### src/rtl/sobel_frame_ctrl.sv
// Frame sequencer between the UART byte streams and the Sobel filter: header parse, ACK/NAK, pixel and result routing.
// Optional RX idle abort is compiled in with `define SOBEL_FRAME_TIMEOUT_EN.
module sobel_frame_ctrl #(
    parameter int          MAX_WIDTH_P      = 640,
    parameter int          MAX_HEIGHT_P     = 480,
    parameter logic [7:0]  SYNC_BYTE_P      = 8'hA5,
    parameter int          TIMEOUT_CYCLES_P = 25000000
) (
    input  logic        clk_i,
    input  logic        reset_n_i,
    input  logic        rx_valid_i,
    input  logic [7:0]  rx_data_i,
    output logic        rx_ready_o,
    output logic        f_valid_o,
    output logic [7:0]  f_data_o,
    output logic        f_last_o,
    input  logic        f_ready_i,
    output logic [15:0] f_width_o,
    output logic        f_start_o,
    input  logic        fo_valid_i,
    input  logic [7:0]  fo_data_i,
    output logic        fo_ready_o,
    output logic        tx_valid_o,
    output logic [7:0]  tx_data_o,
    input  logic        tx_ready_i,
    output logic        busy_o,
    output logic        err_o
);

    localparam int         CNT_W    = $clog2(MAX_WIDTH_P * MAX_HEIGHT_P + 1);
    localparam logic [7:0] ACK_BYTE = 8'h06;
    localparam logic [7:0] NAK_BYTE = 8'h15;
    localparam logic [15:0] MAX_W16 = 16'(MAX_WIDTH_P);
    localparam logic [15:0] MAX_H16 = 16'(MAX_HEIGHT_P);

    typedef enum logic [1:0] {
        S_IDLE,
        S_HDR,
        S_CHECK,
        S_STREAM
    } state_t;

    state_t             state_q, state_d;
    logic [1:0]         hdr_idx_q, hdr_idx_d;
    logic [15:0]        w_q, w_d;
    logic [15:0]        h_q, h_d;
    logic [15:0]        width_q, width_d;
    logic [CNT_W-1:0]   total_q, total_d;
    logic [CNT_W-1:0]   in_cnt_q, in_cnt_d;
    logic [CNT_W-1:0]   out_cnt_q, out_cnt_d;
    logic               err_q, err_d;
    logic               check_first_q, check_first_d;

    logic               in_stream;
    logic               in_check;
    logic               in_done;
    logic               out_done;
    logic               hdr_ok;
    logic [CNT_W-1:0]   area;
    logic               rx_ready_int;
    logic               rx_hs;
    logic               f_hs;
    logic               tx_hs;
    logic               f_start_c;
    logic               timeout_hit;

    assign in_stream = (state_q == S_STREAM);
    assign in_check  = (state_q == S_CHECK);
    assign in_done   = (in_cnt_q == total_q);
    assign out_done  = (out_cnt_q == total_q);

    assign hdr_ok = (w_q != 16'd0) && (w_q <= MAX_W16) && (h_q != 16'd0) && (h_q <= MAX_H16);
    // Only consumed when hdr_ok, so narrowing the operands cannot lose a legal product.
    assign area   = CNT_W'(w_q) * CNT_W'(h_q);

    assign rx_ready_int = (state_q == S_IDLE) || (state_q == S_HDR) ||
                          (in_stream && f_ready_i && !in_done);
    // IDLE advertises ready, so gate with the reset pin to keep outputs low during reset.
    assign rx_ready_o   = rx_ready_int && reset_n_i;
    assign rx_hs        = rx_valid_i && rx_ready_int;

    assign f_valid_o  = in_stream && rx_valid_i && !in_done;
    assign f_data_o   = in_stream ? rx_data_i : 8'h00;
    assign f_last_o   = in_stream && (in_cnt_q == total_q - CNT_W'(1));
    assign f_hs       = f_valid_o && f_ready_i;

    assign fo_ready_o = in_stream && tx_ready_i && !out_done;
    assign tx_valid_o = in_check || (in_stream && fo_valid_i && !out_done);
    assign tx_data_o  = in_check  ? (hdr_ok ? ACK_BYTE : NAK_BYTE) :
                        in_stream ? fo_data_i : 8'h00;
    assign tx_hs      = in_stream && fo_valid_i && fo_ready_o;

    assign f_width_o  = width_q;
    assign f_start_o  = f_start_c;
    assign busy_o     = (state_q != S_IDLE);
    assign err_o      = err_q;

`ifdef SOBEL_FRAME_TIMEOUT_EN
    localparam int TO_W = $clog2(TIMEOUT_CYCLES_P + 1);

    logic [TO_W-1:0] idle_cnt_q, idle_cnt_d;
    logic            to_armed;

    assign to_armed    = (state_q == S_HDR) || (in_stream && !in_done);
    assign timeout_hit = to_armed && !rx_hs && (idle_cnt_q == TO_W'(TIMEOUT_CYCLES_P - 1));

    always_comb begin
        idle_cnt_d = '0;
        if (to_armed && !rx_hs) begin
            idle_cnt_d = idle_cnt_q + TO_W'(1);
        end
    end

    always_ff @(posedge clk_i or negedge reset_n_i) begin
        if (!reset_n_i) begin
            idle_cnt_q <= '0;
        end else begin
            idle_cnt_q <= idle_cnt_d;
        end
    end
`else
    assign timeout_hit = 1'b0;
`endif

    always_comb begin
        state_d       = state_q;
        hdr_idx_d     = hdr_idx_q;
        w_d           = w_q;
        h_d           = h_q;
        width_d       = width_q;
        total_d       = total_q;
        in_cnt_d      = in_cnt_q;
        out_cnt_d     = out_cnt_q;
        err_d         = err_q;
        check_first_d = 1'b0;
        f_start_c     = 1'b0;

        case (state_q)
            S_IDLE: begin
                if (rx_valid_i && (rx_data_i == SYNC_BYTE_P)) begin
                    state_d   = S_HDR;
                    hdr_idx_d = 2'd0;
                end
            end

            S_HDR: begin
                // A sync byte here is plain header data; there is no resync.
                if (rx_valid_i) begin
                    case (hdr_idx_q)
                        2'd0:    w_d[7:0]  = rx_data_i;
                        2'd1:    w_d[15:8] = rx_data_i;
                        2'd2:    h_d[7:0]  = rx_data_i;
                        default: h_d[15:8] = rx_data_i;
                    endcase
                    hdr_idx_d = hdr_idx_q + 2'd1;
                    if (hdr_idx_q == 2'd3) begin
                        state_d       = S_CHECK;
                        check_first_d = 1'b1;
                    end
                end
            end

            S_CHECK: begin
                in_cnt_d  = '0;
                out_cnt_d = '0;
                if (check_first_q) begin
                    if (hdr_ok) begin
                        width_d   = w_q;
                        total_d   = area;
                        err_d     = 1'b0;
                        f_start_c = 1'b1;
                    end else begin
                        err_d = 1'b1;
                    end
                end
                if (tx_ready_i) begin
                    state_d = hdr_ok ? S_STREAM : S_IDLE;
                end
            end

            S_STREAM: begin
                if (f_hs) begin
                    in_cnt_d = in_cnt_q + CNT_W'(1);
                end
                if (tx_hs) begin
                    out_cnt_d = out_cnt_q + CNT_W'(1);
                end
                if ((in_cnt_d == total_q) && (out_cnt_d == total_q)) begin
                    state_d = S_IDLE;
                end
            end

            default: state_d = S_IDLE;
        endcase

        // Idle abort flushes the filter so a stale partial frame cannot leak into the next one.
        if (timeout_hit) begin
            state_d   = S_IDLE;
            err_d     = 1'b1;
            f_start_c = 1'b1;
        end
    end

    always_ff @(posedge clk_i or negedge reset_n_i) begin
        if (!reset_n_i) begin
            state_q       <= S_IDLE;
            hdr_idx_q     <= 2'd0;
            w_q           <= 16'd0;
            h_q           <= 16'd0;
            width_q       <= 16'd0;
            total_q       <= '0;
            in_cnt_q      <= '0;
            out_cnt_q     <= '0;
            err_q         <= 1'b0;
            check_first_q <= 1'b0;
        end else begin
            state_q       <= state_d;
            hdr_idx_q     <= hdr_idx_d;
            w_q           <= w_d;
            h_q           <= h_d;
            width_q       <= width_d;
            total_q       <= total_d;
            in_cnt_q      <= in_cnt_d;
            out_cnt_q     <= out_cnt_d;
            err_q         <= err_d;
            check_first_q <= check_first_d;
        end
    end

endmodule

### config.mk
export PLATFORM = sky130hd
export DESIGN_NAME = sobel_frame_ctrl
export DESIGN_NICKNAME = d
export VERILOG_FILES = /design/src/rtl/sobel_frame_ctrl.sv
export SDC_FILE = /design/constraint.sdc
export NUM_CORES = 1
export LEC_CHECK = 0
export ABC_AREA = 0
export BUFFER_PORTS_ARGS = -buffer_cell sky130_fd_sc_hd__buf_2
export CELL_PAD_IN_SITES_DETAIL_PLACEMENT = 1
export CELL_PAD_IN_SITES_GLOBAL_PLACEMENT = 2
export CORE_MARGIN = 2
export CORE_UTILIZATION = 36
export CTS_CLUSTER_SIZE = 25
export DETAILED_ROUTE_END_ITERATION = 6
export HOLD_SLACK_MARGIN = 0.08
export PLACE_DENSITY = 0.77
export SKIP_LAST_GASP = 1
export SLEW_MARGIN = 20
export SYNTH_ARGS = -nofsm -noshare
export SYNTH_HDL_FRONTEND = slang
export SYNTH_SLANG_ARGS = --single-unit
### constraint.sdc
create_clock -name clk_i -period 5.1 [get_ports clk_i]
set_input_delay 0.51 -clock clk_i [delete_from_list [all_inputs] [get_ports clk_i]]
set_output_delay 0.51 -clock clk_i [all_outputs]
set_load 0.005 [all_outputs]
* Yosys cells after proc, flatten, opt, wreduce, memory -nomap -nowiden *
Cells that the tools add are included.

storage, ports and cells
  register bits = 111
  bits of input ports = 22

cells by class
  add/subtract/negate cells = 4
  multipliers = 1
  $lt $le $gt $ge = 2
  eq/ne operators = 17
  muxes and demuxes = 27
  bitwise logic cells = 1
  reduce and logical (&&, ||, !) cells = 38

operators with widths
  cell                   count
  $eq 19x19->1           5
  $mux 19                4
  $pmux 19 s2            2
  $add 19x1->19 const B  2
  $reduce_bool 16->1     2
  $mux 8                 3
  $mul 16x16->19         1
  $sub 19x1->19 const B  1
  $reduce_and 3->1       6
  $logic_and 1x1->1      17
  $le 16x10->1 const B   1
  $le 16x9->1 const B    1
  $mux 2                 8
  $eq 2x2->1 const B     4
  $eq 8x8->1 const B     1
  $pmux 2 s4             1
  $mux 1                 7
  $ne 2x1->1 const B     3
  $reduce_bool 2->1      3
  $mux 5                 1
  $reduce_and 5->1       1
  $eq 2x1->1 const B     2
  $logic_not 2->1        2
  $ne 2x2->1 const B     2
  7 further kinds        10

* Longest topological paths before layout *
Gate-level depths: netlist of run 1.

  depth in word-level cells = 10
  depth in mapped cells = 24

* Worst setup path before layout of run 1 *
OpenSTA, ideal clock, no wires.

  path kind = register to register
  start = register h_q[3]
  end = register total_q[18]
  library setup time = 0.135 ns
  arrival = 5.508 ns
  required time = 4.965 ns
  path slack = -0.544 ns
  cell stages (with the launch flop) = 21
  path buffers = 2
  cells stage by stage = dfrtp_1 -> clkbuf_1 -> clkbuf_1 -> nand2_1 -> fa_1 -> fa_1 -> inv_1 -> fa_1 -> inv_1 -> fa_1 -> inv_1 -> fa_1 -> fa_1 -> ha_1 -> and3_1 -> a211oi_1 -> nor3_1 -> or3_1 -> a21oi_1 -> xnor2_1 -> o21ai_0

between the ends
  word-level cells in the longest chain between the ends = 4
  elaborated cells on any way between the ends = 6
  classes of those cells = 1 x mul; 1 x order compare; 4 x reduce/logical

ends and longest elaborated chain
  element                                                                 RTL line  text
  start: declaration                                                      46        logic [15:0] h_q, h_d;
  start signal: assignment                                                209       h_q <= 16'd0;
  start signal: assignment                                                220       h_q <= h_d;
  parallel branches: the longest is 4 deep, another holds $mul 16x16->19  n/a
  end signal: assignment                                                  222       total_q <= total_d;
  end: declaration                                                        48        logic [CNT_W-1:0] total_q, total_d;

Parallel ways; which one is timed is not known.
A chain may end at the register's enable or synchronous reset.

* Worst setup path in the final report of run 1 *
  start = register w_q[8]
  end = register total_q[18]

between the ends
  word-level cells in the longest chain between the ends = 5
  elaborated cells on any way between the ends = 7
  classes of those cells = 1 x mul; 1 x order compare; 5 x reduce/logical

ends and longest elaborated chain
  element                                                                 RTL line  text
  start: declaration                                                      45        logic [15:0] w_q, w_d;
  start signal: assignment                                                219       w_q <= w_d;
  parallel branches: the longest is 5 deep, another holds $mul 16x16->19  n/a

Parallel ways; which one is timed is not known.

==> out/metrics.cfg, run 1 <==
[sta]
max_freq_ghz = 0.182
setup_total_negative_slack_ns = -0.985
post-route-worst-setup-slack_ns = -0.405
rsz0062_at_grt = true
period_share_pct = 108
period_minus_slack_ns = 5.51
timing_worst_slew_pin_value_ns = 0.838
max-slew-margin-rel_pct = 43.6
finClkSkew_ns = 0.0159
worst_hold_slack_ns = 0.477
timing_max_transition_violations_final = 0
final-hold-violation-count = 0
finalSetupViolations = 6

[logic_synthesis]
ys_dominant_reg_cell = sky130_fd_sc_hd__dfrtp_1
synth_enable_flop_cells = 0
synthesis.instances = 1388
yosys.area.top_type_share_pct = 23.0
netlist.top_cell.by_area = sky130_fd_sc_hd__dfrtp_1
post_synth_num_cell_types = 65
ys_top_cells_by_area = sky130_fd_sc_hd__dfrtp_1 (23%), sky130_fd_sc_hd__fa_1 (20%), sky130_fd_sc_hd__nand2_1 (6.8%), sky130_fd_sc_hd__ha_1 (6.5%), sky130_fd_sc_hd__xnor2_1 (6.0%)
net_count_synth = 1592
ys_seq_elements = 111
synthesis.area_per_instance_um2 = 8.69
ys_seq_area_share_pct = 23.0
synth_async_sr_flop_share_pct = 100
post_synth_instance_area_um2 = 12100
ys.warnings.count = 0

[global_route]
globalRouteTotalUtil_pct = 23.6
grt_antenna_before_repair = 0
number_of_global_route_vias_before_repair = 11000
grt_max_degree = 94
globalRouteOverflowTotal = 0
first_pass_grt_wire_length_mm = 64.1

[clock_network]
root_buffer = sky130_fd_sc_hd__clkbuf_16
cts_num_sinks = 111
clk_latency_ns = 0.38
tritoncts_clock_tree = done
cts_buffers = 9
clock_tree.htree_level_count = 3
clk_transition_reported_paths_ns = 0.09
cts_max_path_buffers = 2

[worst_setup_path]
worstPathBufferInverterCount = 4
worstReg2RegEnd = total_q[18]$_DFFE_PN0P_
r2r_cells = 19
worst_setup_path_start = w_q[8]$_DFFE_PN0P_
register_to_register_path_setup_slack_ns = -0.41
critical_register_to_register_path_startpoint = w_q[8]$_DFFE_PN0P_
cp-end-kind = register
sequence_of_cells_on_the_critical_path = and2_4, fa_1, inv_1, fa_1, fa_1, inv_1, fa_1, fa_1, inv_1, fa_1, inv_2, ha_4, or3_4, a211oi_2, nor3_1, or3_1, a21oi_2, xnor2_1, o21ai_1
path_max_fanout = 7
timing.setup.critical_path_class = register to register
worst-endpoint-arrival_ns = 5.75
startpoint_types = register
critPathRequiredTime_ns = 5.34
worstSetupEndpoint = total_q[18]$_DFFE_PN0P_
cpPeakStageDelay_ns = 0.54
critical_path.top_delay_family = adder cells
critical_path.most_common_cell = sky130_fd_sc_hd__fa_1
cp_slowest_cell = sky130_fd_sc_hd__fa_1
crit_cells = 19

[place]
port-buffer-count = 61
dp.final_hpwl_mm = 32.4
pre_cts_ws_ns = -0.482
place_area_um2 = 13800
gp_congestion = 0.924

[die]
core_area_um2 = 33300
die_area_um2 = 35000
die_x_extent_um = 187
ioPinCount = 62
number_of_placement_rows = 67
initial_utilization_pct = 36.3
chipHeight_um = 187

[route]
drt_first_iter_violations = 499
avgRoutedWirePerCell_um = 20.2
drt_drc = 0
vias = 10300
wl_mm = 40.0
via_per_inst = 5.19
detail-route-antenna-nets = 0
drt_first_pass_iters = 6

[final_layout]
commonest_non_fill_non_tap_cell_in_the_layout = sky130_fd_sc_hd__nand2_1
area_growth_pct = 18.5
nNetsFinal = 1727
share_of_final_layout_standard_cells_stronger_than_drive_strength_1_pct = 20.2
commonest_cells_after_routing_fill_and_taps_aside = sky130_fd_sc_hd__nand2_1 (216), sky130_fd_sc_hd__inv_1 (172), sky130_fd_sc_hd__buf_4 (131)
design_area_um2 = 14300
n_antenna_cell = 0

[job]
timing.max_cap.violations = 0

[pwr]
p_sw_w = 0.00125
power_frac_clock_pct = 23.6
p_per_area_nw_per_um2 = 223
sequentialPowerShare_pct = 34.6
power.share.combinational_pct = 41.8
cell_internal_pwr_w = 0.00194
ir_drop_v = 0.000240
design_power_total_w = 0.00319
total_leakage_power_nw = 6.82
swShare_pct = 39.2

[run_status]
run_status = finished, violations left
failed_checks = negative setup slack

[min_path]
hold_path.class = input pin to register
holdPathStages = 2

-- area by class of cell --
cell class              count  area [µm²]
flip-flops and latches    111        2790
clock buffers               9         225
well taps                 448         561
clock inverters             7        90.1
repair buffers            201        1460
multi-input cells        1026        8530
inverters                 174         653
fillers                  3952       19000
-- synth_stat cells (all sizes together) (4+ instances only) --
library cell and number:
nor3 20, xor2 40, xnor2 82, ha 63, clkbuf 68, nand4 28
or3 8, and2 98, a21oi 36, inv 173, o22ai 16, o21ai 45
nor2 57, and3 26, nor3b 4, nand3 24, a31oi 8, mux2i 11
a211oi 8, o211ai 4, nor4 21, buf 9, fa 119, nand2 218
nor2b 5, dfrtp 111, mux2 37
-- metrics by stage --
step           std cells  util (%)
2_1_floorplan       1388         -
3_3_place_gp        1953      41.4
3_5_place_dp        1953      41.4
4_1_cts             1975      42.7
5_1_grt             1976      43.0
6_report            1976      43.0
-- kinds of logic after synthesis --
family / count (synthesis) / share of synthesized area (%)
AOI/OAI and AO/OA: 145 / 7.35
xor gates and xnor gates: 123 / 9.04
DFF: 111 / 23.0
buffers and inverters: 251 / 7.96
and+or+nand+nor: 528 / 22.0
muxes: 48 / 4.36
adders and majority gates: 182 / 26.3
-- registers in the layout, summed over array words and instances, names as in the netlist --
| register | flops |
|---|---|
| check_first_q | 1 |
| hdr_idx_q | 2 |
| f_width_o | 16 |
| total_q | 19 |
| err_o | 1 |
| h_q | 16 |
| state_q | 2 |
| out_cnt_q | 19 |
| w_q | 16 |
| in_cnt_q | 19 |
-- per-layer routing --
metal  wire (µm)  vias up  global-route usage [%]
li1            -     4749                       -
met1       18700     5233                    33.3
met2       18700      231                    38.8
met3        1910       38                    3.40
met4         662        0                    4.88
met5           0        -                       0
-- power groups by stage --
stage               clock network (W)  logic [W]  registers (W)
floorplan                           0   0.000648        0.00102
global placement                    0    0.00126        0.00111
detailed placement                  0    0.00129        0.00111
CTS                          0.000780    0.00133        0.00110
global route                 0.000809    0.00146        0.00111
finish                       0.000754    0.00133        0.00110
-- repair_timing --
action,4_1_cts,5_1_grt
setup buffers,5,1
resized for setup,28,17
hold endpoints to repair,18,0
setup endpoints to repair,6,8
hold buffers,1,0
pin swaps,20,11
-- worst min path at each step --
stage                  from                        to  slack [ns]
4_1_cts        rx_data_i[0]        w_q[0]$_DFFE_PN0P_        0.46
3_5_place_dp      reset_n_i  in_cnt_q[17]$_DFFE_PN0P_        0.44
6_report       rx_data_i[0]        w_q[0]$_DFFE_PN0P_        0.48
2_1_floorplan     reset_n_i   check_first_q$_DFF_PN0_        0.21
3_3_place_gp      reset_n_i  in_cnt_q[17]$_DFFE_PN0P_        0.42
5_1_grt        rx_data_i[0]        w_q[0]$_DFFE_PN0P_        0.47
No activity file was read; power rests on OpenSTA's default activity.
==> inputs of run 2 (changes only) <==
--- a/config.mk
+++ b/config.mk
@@ -15,6 +15,7 @@
 export DETAILED_ROUTE_END_ITERATION = 6
 export HOLD_SLACK_MARGIN = 0.08
 export PLACE_DENSITY = 0.77
+export SETUP_SLACK_MARGIN = 0.05
 export SKIP_LAST_GASP = 1
 export SLEW_MARGIN = 20
 export SYNTH_ARGS = -nofsm -noshare
==> out/metrics.cfg, run 2 (synthesis gave the netlist of run 1 again) <==
[sta]
max_freq_ghz = 0.185  ; was 0.182 GHz
period_share_pct = 106  ; was 108%
finalSetupViolations = 6  ; unchanged
finClkSkew_ns = 0.0176  ; was 0.0159 ns
max-slew-margin-rel_pct = 40.6  ; was 43.6%
final-hold-violation-count = 0  ; unchanged
period_minus_slack_ns = 5.40  ; was 5.51 ns
timing_worst_slew_pin_value_ns = 0.883  ; was 0.838 ns
post-route-worst-setup-slack_ns = -0.302  ; was -0.405 ns
timing_max_transition_violations_final = 0  ; unchanged
rsz0062_at_grt = true  ; unchanged

[clock_network]
root_buffer = sky130_fd_sc_hd__clkbuf_16  ; unchanged
tritoncts_clock_tree = done  ; unchanged
clk_latency_ns = 0.39  ; was 0.38 ns
hold_buf_count_cts = 0  ; was 1
clock_tree.htree_level_count = 3  ; unchanged
cts_num_sinks = 111  ; unchanged
cts_buffers = 9  ; unchanged
clk_transition_reported_paths_ns = 0.09  ; about the same
cts_max_path_buffers = 2  ; unchanged

[worst_setup_path]
critPathRequiredTime_ns = 5.35  ; was 5.34 ns
path_max_fanout = 4  ; was 7
r2r_cells = 19  ; unchanged
sequence_of_cells_on_the_critical_path = and2_4, fa_1, inv_1, fa_1, inv_1, fa_1, inv_1, fa_1, inv_1, fa_1, fa_1, ha_4, or3_4, a211oi_4, nor3_2, or3_1, a21oi_2, xnor2_1, o21ai_1  ; was and2_4, fa_1, inv_1, fa_1, fa_1, inv_1, fa_1, fa_1, inv_1, fa_1, inv_2, ha_4, or3_4, a211oi_2, nor3_1, or3_1, a21oi_2, xnor2_1, o21ai_1
timing.setup.critical_path_class = register to register  ; unchanged
critical_register_to_register_path_startpoint = h_q[6]$_DFFE_PN0P_  ; was w_q[8]$_DFFE_PN0P_
cp-end-kind = register  ; unchanged
worstReg2RegEnd = total_q[18]$_DFFE_PN0P_  ; unchanged
cpPeakStageDelay_ns = 0.54  ; about the same
critical_path.top_delay_family = adder cells  ; unchanged
startpoint_types = register  ; unchanged
worstPathBufferInverterCount = 4  ; unchanged
register_to_register_path_setup_slack_ns = -0.30  ; was -0.41 ns
cp_slowest_cell = sky130_fd_sc_hd__fa_1  ; unchanged
worst_setup_path_start = h_q[6]$_DFFE_PN0P_  ; was w_q[8]$_DFFE_PN0P_
critical_path.most_common_cell = sky130_fd_sc_hd__fa_1  ; unchanged
worst-endpoint-arrival_ns = 5.65  ; was 5.75 ns

[route]
drt_drc = 0  ; unchanged
drt_first_iter_violations = 389  ; was 499
wl_mm = 40.2  ; was 40.0 mm
detail-route-antenna-nets = 0  ; unchanged
vias = 10200  ; was 10.3k
via_per_inst = 5.14  ; was 5.19
avgRoutedWirePerCell_um = 20.2  ; about the same
drt_first_pass_iters = 5  ; was 6

[die]
chipHeight_um = 187  ; unchanged
die_area_um2 = 35000  ; unchanged
number_of_placement_rows = 67  ; unchanged
initial_utilization_pct = 36.3  ; unchanged
core_area_um2 = 33300  ; unchanged
ioPinCount = 62  ; unchanged
die_x_extent_um = 187  ; unchanged

[pwr]
p_per_area_nw_per_um2 = 226  ; was 223 nW/µm²
total_leakage_power_nw = 6.90  ; was 6.82 nW
ir_drop_v = 0.000226  ; was 0.000240 V
design_power_total_w = 0.00327  ; was 0.00319 W

[final_layout]
final_cell_count_no_fill = 1991  ; was 1976
commonest_cells_after_routing_fill_and_taps_aside = sky130_fd_sc_hd__nand2_1 (216), sky130_fd_sc_hd__inv_1 (171), sky130_fd_sc_hd__buf_4 (145)  ; was sky130_fd_sc_hd__nand2_1 (216), sky130_fd_sc_hd__inv_1 (172), sky130_fd_sc_hd__buf_4 (131)
postLayoutCoreUtil_pct = 43.6  ; was 43.0%
area_growth_pct = 20.2  ; was 18.5%
reg.largest.list = in_cnt_q (19), out_cnt_q (19), total_q (19)  ; unchanged
multi_input_area_um2 = 8620  ; was 8530 µm²
n_antenna_cell = 0  ; unchanged
design_area_um2 = 14500  ; was 14300 µm²
share_of_final_layout_standard_cells_stronger_than_drive_strength_1_pct = 22.0  ; was 20.2%
commonest_non_fill_non_tap_cell_in_the_layout = sky130_fd_sc_hd__nand2_1  ; unchanged
nNetsFinal = 1742  ; was 1727
final.fill_count = 3963  ; was 3952
layout.area.seq_um2 = 2790  ; about the same

[min_path]
hold_path.class = input pin to asynchronous set/reset pin  ; was input pin to register

[place]
dp.final_hpwl_mm = 32.0  ; was 32.4 mm
dp.cells = 1960  ; was 1953
pre_cts_ws_ns = -0.464  ; was -0.482 ns
place_area_um2 = 13800  ; about the same
gp_congestion = 0.959  ; was 0.924
port-buffer-count = 61  ; unchanged

[global_route]
grt_max_degree = 48  ; was 94
first_pass_grt_wire_length_mm = 64.3  ; was 64.1 mm
number_of_global_route_vias_before_repair = 11200  ; was 11.0k
globalRouteOverflowTotal = 0  ; unchanged
globalRouteTotalUtil_pct = 23.8  ; was 23.6%
grt_antenna_before_repair = 0  ; unchanged

[run_status]
failed_checks = negative setup slack  ; unchanged
run_status = finished, violations left  ; unchanged

[job]
timing.max_cap.violations = 0  ; unchanged

run 2: how the worst max path moves through the flow:
stage | end | slack [ns] | depth (start not counted)
4_1_cts | total_q[18]$_DFFE_PN0P_ | -0.34 | 19
6_report | total_q[18]$_DFFE_PN0P_ | -0.30 | 19
2_1_floorplan | total_q[18]$_DFFE_PN0P_ | -0.25 | 20
3_3_place_gp | total_q[18]$_DFFE_PN0P_ | -0.38 | 19
3_5_place_dp | total_q[18]$_DFFE_PN0P_ | -0.46 | 19
5_1_grt | total_q[18]$_DFFE_PN0P_ | -0.51 | 19
run 2: stage by stage:
step / setup TNS, ns / hold slack [ns]
after global placement: -1.21 / 0.455
after CTS: -0.849 / 0.199
after global routing: -2.23 / 0.208
after detailed placement: -1.91 / 0.465
final: -1.14 / 0.176
after floorplan: -0.288 / 0.214
run 2: area by class of cell:
cell class | instances | share of cell area (%)
multi-input combinational | 1026 | 59.4
sequential | 111 | 19.2
timing repair buffer | 216 | 10.8
inverter | 174 | 4.50
tap | 448 | 3.86
clock buffer | 9 | 1.55
clock inverter | 7 | 0.569
run 2: routing by layer:
layer / global-route usage, % / share of wire [%]
met1: 32.2 / 46
met5: 0 / 0
met3: 3.90 / 4.4
met4: 6.50 / 2.2
met2: 39.4 / 47
run 2: timing repair:
item,4_1_cts,5_1_grt
resized for setup,38,25
endpoints found under the setup margin,9,8
pin swaps,30,25
buffers inserted,10,5
run 2: worst reg2reg max path, cell delays in order (launching register included):
cell and delay [ns]:
sky130_fd_sc_hd__dfrtp_1 0.43, sky130_fd_sc_hd__and2_4 0.18, sky130_fd_sc_hd__fa_1 0.54, sky130_fd_sc_hd__inv_1 0.06
sky130_fd_sc_hd__fa_1 0.48, sky130_fd_sc_hd__inv_1 0.05, sky130_fd_sc_hd__fa_1 0.47, sky130_fd_sc_hd__inv_1 0.05
sky130_fd_sc_hd__fa_1 0.47, sky130_fd_sc_hd__inv_1 0.05, sky130_fd_sc_hd__fa_1 0.49, sky130_fd_sc_hd__fa_1 0.45
sky130_fd_sc_hd__ha_4 0.19, sky130_fd_sc_hd__or3_4 0.40, sky130_fd_sc_hd__a211oi_4 0.25, sky130_fd_sc_hd__nor3_2 0.07
sky130_fd_sc_hd__or3_1 0.32, sky130_fd_sc_hd__a21oi_2 0.14, sky130_fd_sc_hd__xnor2_1 0.12, sky130_fd_sc_hd__o21ai_1 0.07
run 2: report_power, final:
group          switching [W]  internal [W]
Sequential          0.000139      0.000955
Clock               0.000411      0.000353
Combinational       0.000732      0.000684
==> inputs of run 3 (changes only) <==
--- a/config.mk
+++ b/config.mk
@@ -11,8 +11,10 @@
 export CELL_PAD_IN_SITES_GLOBAL_PLACEMENT = 2
 export CORE_MARGIN = 2
 export CORE_UTILIZATION = 36
+export CTS_CLUSTER_DIAMETER = 80
 export CTS_CLUSTER_SIZE = 25
 export DETAILED_ROUTE_END_ITERATION = 6
+export GPL_TIMING_DRIVEN = 0
 export HOLD_SLACK_MARGIN = 0.08
 export PLACE_DENSITY = 0.77
 export SETUP_SLACK_MARGIN = 0.05
==> out/metrics.cfg, run 3 (synthesis gave the netlist of run 1 again) <==
[run_status]
run_status = finished, violations left  ; unchanged
failed_checks = negative setup slack  ; unchanged

[global_route]
first_pass_grt_wire_length_mm = 64.7  ; was 64.3 mm
grt_max_degree = 75  ; was 48
routing_layer_with_the_top_usage_in_global_route = met2  ; unchanged
globalRouteOverflowTotal = 0  ; unchanged
grt_use_met3_pct = 3.45  ; was 3.90%
number_of_global_route_vias_before_repair = 11100  ; was 11.2k
grt_antenna_before_repair = 0  ; unchanged
global_route.usage.met2_pct = 40.4  ; was 39.4%
grt_use_met1_pct = 32.2  ; about the same
globalRouteTotalUtil_pct = 24.1  ; was 23.8%

[worst_setup_path]
worstPathBufferInverterCount = 5  ; was 4
cpPeakStageDelay_ns = 0.56  ; was 0.54 ns
cp-end-kind = register  ; unchanged
worst-endpoint-arrival_ns = 5.87  ; was 5.65 ns
timing.setup.critical_path_class = register to register  ; unchanged
startpoint_types = register  ; unchanged
sequence_of_cells_on_the_critical_path = buf_6, and2_4, fa_1, inv_1, fa_1, fa_1, inv_2, fa_1, fa_1, inv_1, fa_1, inv_2, ha_4, or3_4, a211oi_4, nor3_2, or3_1, a21oi_2, xnor2_1, o21ai_1  ; was and2_4, fa_1, inv_1, fa_1, inv_1, fa_1, inv_1, fa_1, inv_1, fa_1, fa_1, ha_4, or3_4, a211oi_4, nor3_2, or3_1, a21oi_2, xnor2_1, o21ai_1
critPathRequiredTime_ns = 5.34  ; was 5.35 ns
critical_path.most_common_cell = sky130_fd_sc_hd__fa_1  ; unchanged
cp_slowest_cell = sky130_fd_sc_hd__fa_1  ; unchanged
critical_path.top_delay_family = adder cells  ; unchanged
path_max_fanout = 4  ; unchanged

[pwr]
p_per_area_nw_per_um2 = 223  ; was 226 nW/µm²
p_sw_w = 0.00128  ; about the same
cell_internal_pwr_w = 0.00183  ; was 0.00199 W
power.share.combinational_pct = 40.3  ; was 43.3%
ir_drop_v = 0.000177  ; was 0.000226 V
swShare_pct = 41.2  ; was 39.1%
design_power_total_w = 0.00311  ; was 0.00327 W
power_frac_clock_pct = 23.5  ; was 23.3%
total_leakage_power_nw = 6.47  ; was 6.90 nW
sequentialPowerShare_pct = 36.2  ; was 33.4%

[final_layout]
design_area_um2 = 13900  ; was 14500 µm²
final_cell_count_no_fill = 1939  ; was 1991
commonest_non_fill_non_tap_cell_in_the_layout = sky130_fd_sc_hd__nand2_1  ; unchanged
area_growth_pct = 15.4  ; was 20.2%
nNetsFinal = 1690  ; was 1742
commonest_cells_after_routing_fill_and_taps_aside = sky130_fd_sc_hd__nand2_1 (215), sky130_fd_sc_hd__inv_1 (170), sky130_fd_sc_hd__fa_1 (118)  ; was sky130_fd_sc_hd__nand2_1 (216), sky130_fd_sc_hd__inv_1 (171), sky130_fd_sc_hd__buf_4 (145)
share_of_final_layout_standard_cells_stronger_than_drive_strength_1_pct = 16.9  ; was 22.0%
postLayoutCoreUtil_pct = 41.9  ; was 43.6%
n_antenna_cell = 0  ; unchanged
reg.largest.list = in_cnt_q (19), out_cnt_q (19), total_q (19)  ; unchanged
final.fill_count = 3904  ; was 3963

[sta]
finClkSkew_ns = 0.0116  ; was 0.0176 ns
post-route-worst-setup-slack_ns = -0.525  ; was -0.302 ns
setup_total_negative_slack_ns = -1.88  ; was -1.14 ns
max_freq_ghz = 0.178  ; was 0.185 GHz
period_share_pct = 110  ; was 106%
timing_max_transition_violations_final = 0  ; unchanged
timing_worst_slew_pin_value_ns = 1.00  ; was 0.883 ns
rsz0062_at_grt = true  ; unchanged
final-hold-violation-count = 0  ; unchanged
finalSetupViolations = 6  ; unchanged
period_minus_slack_ns = 5.62  ; was 5.40 ns
max-slew-margin-rel_pct = 33.1  ; was 40.6%

[die]
die_x_extent_um = 187  ; unchanged
number_of_placement_rows = 67  ; unchanged
chipHeight_um = 187  ; unchanged
ioPinCount = 62  ; unchanged
die_area_um2 = 35000  ; unchanged
initial_utilization_pct = 36.3  ; unchanged
core_area_um2 = 33300  ; unchanged

[place]
gp_congestion = 0.886  ; was 0.959
dp.final_hpwl_mm = 31.2  ; was 32.0 mm
port-buffer-count = 61  ; unchanged
dp.cells = 1898  ; was 1960
place_area_um2 = 13100  ; was 13800 µm²

[clock_network]
cts_num_sinks = 111  ; unchanged
tritoncts_clock_tree = done  ; unchanged
clk_latency_ns = 0.37  ; was 0.39 ns
cts_max_path_buffers = 2  ; unchanged
clk_transition_reported_paths_ns = 0.09  ; about the same
cts_buffers = 9  ; unchanged
clock_tree.htree_level_count = 3  ; unchanged
root_buffer = sky130_fd_sc_hd__clkbuf_16  ; unchanged

[route]
detail-route-antenna-nets = 0  ; unchanged
via_per_inst = 5.25  ; was 5.14
avgRoutedWirePerCell_um = 21.0  ; was 20.2 µm
wl_mm = 40.8  ; was 40.2 mm
drt_first_iter_violations = 562  ; was 389
drt_first_pass_iters = 5  ; unchanged
vias = 10200  ; about the same
drt_drc = 0  ; unchanged

[job]
timing.max_cap.violations = 0  ; unchanged

[min_path]
hold_path.class = input pin to register  ; was input pin to asynchronous set/reset pin

-- run 3: cell count changes in the layout (fill, tap and decap cells not counted), moves of 5 or more --
cell and delta:
sky130_fd_sc_hd__buf_12 -6, sky130_fd_sc_hd__clkbuf_1 +37, sky130_fd_sc_hd__clkbuf_4 +8, sky130_fd_sc_hd__dfrtp_1 -9, sky130_fd_sc_hd__buf_8 +5, sky130_fd_sc_hd__buf_4 -111
sky130_fd_sc_hd__buf_2 +6, sky130_fd_sc_hd__dfrtp_2 +9
-- run 3: worst reg2reg max path: cells and delay by family, from the launching register on --
kind | cells | cell delay [ns]
buf+inv | 5 | 0.34
flops | 1 | 0.48
simple gates | 4 | 0.96
fa+ha+maj | 7 | 3.08
xor+xnor | 1 | 0.15
compound gates | 3 | 0.50
-- run 3: worst paths after layout --
path,end,cells past startpoint,startpoint,slack [ns]
worst max-delay path,total_q[18]$_DFFE_PN0P_,20,w_q[5]$_DFFE_PN0P_,-0.52
worst min-delay path,h_q[3]$_DFFE_PN0P_,2,rx_data_i[3],0.47
worst max register to register,total_q[18]$_DFFE_PN0P_,20,w_q[5]$_DFFE_PN0P_,-0.52
worst min register to register,f_width_o[12]$_DFFE_PN0P_,1,f_width_o[12]$_DFFE_PN0P_,0.48
max in group asynchronous,w_q[10]$_DFFE_PN0P_,3,reset_n_i,3.74
min in group asynchronous,f_width_o[15]$_DFFE_PN0P_,2,reset_n_i,0.61
-- run 3: final cells by class --
cell class	instances	area [µm²]	area share [%]
Multi-Input combinational cell	1026	8550	61.4
Sequential cell	111	2800	20.1
Inverter	174	653	4.69
Timing Repair Buffer	98	632	4.54
Tap cell	448	561	4.02
Buffer	66	439	3.15
Clock buffer	9	225	1.62
Clock inverter	7	66.3	0.476
-- run 3: per-stage QoR --
step                setup WS (ns)  hold WS [ns]
floorplan                  -0.247         0.214
global placement            -1.10         0.457
detailed placement          -1.21         0.453
CTS                        -0.569         0.459
global route               -0.686         0.475
finish                     -0.525         0.468
-- run 3: timing repair --
action	CTS	global route
cloned	1	0
gates resized for setup	72	30
setup endpoints to repair	10	9
buffers inserted	25	9
pin swaps	7	14
hold endpoints to repair	37	0
hold buffers	1	0
-- run 3: power by group through the flow --
stage | logic (W) | registers, W | clock network (W)
global route | 0.00137 | 0.00113 | 0.000784
finish | 0.00125 | 0.00113 | 0.000731
detailed placement | 0.00102 | 0.00109 | 0
CTS | 0.00118 | 0.00113 | 0.000754
global placement | 0.00100 | 0.00109 | 0
floorplan | 0.000648 | 0.00102 | 0
-- run 3: layer usage --
metal / vias to the layer above / part of all wire (%)
met5: - / 0
met4: 0 / 3.1
met3: 66 / 3.6
met2: 228 / 47
met1: 5216 / 46
li1: 4667 / -
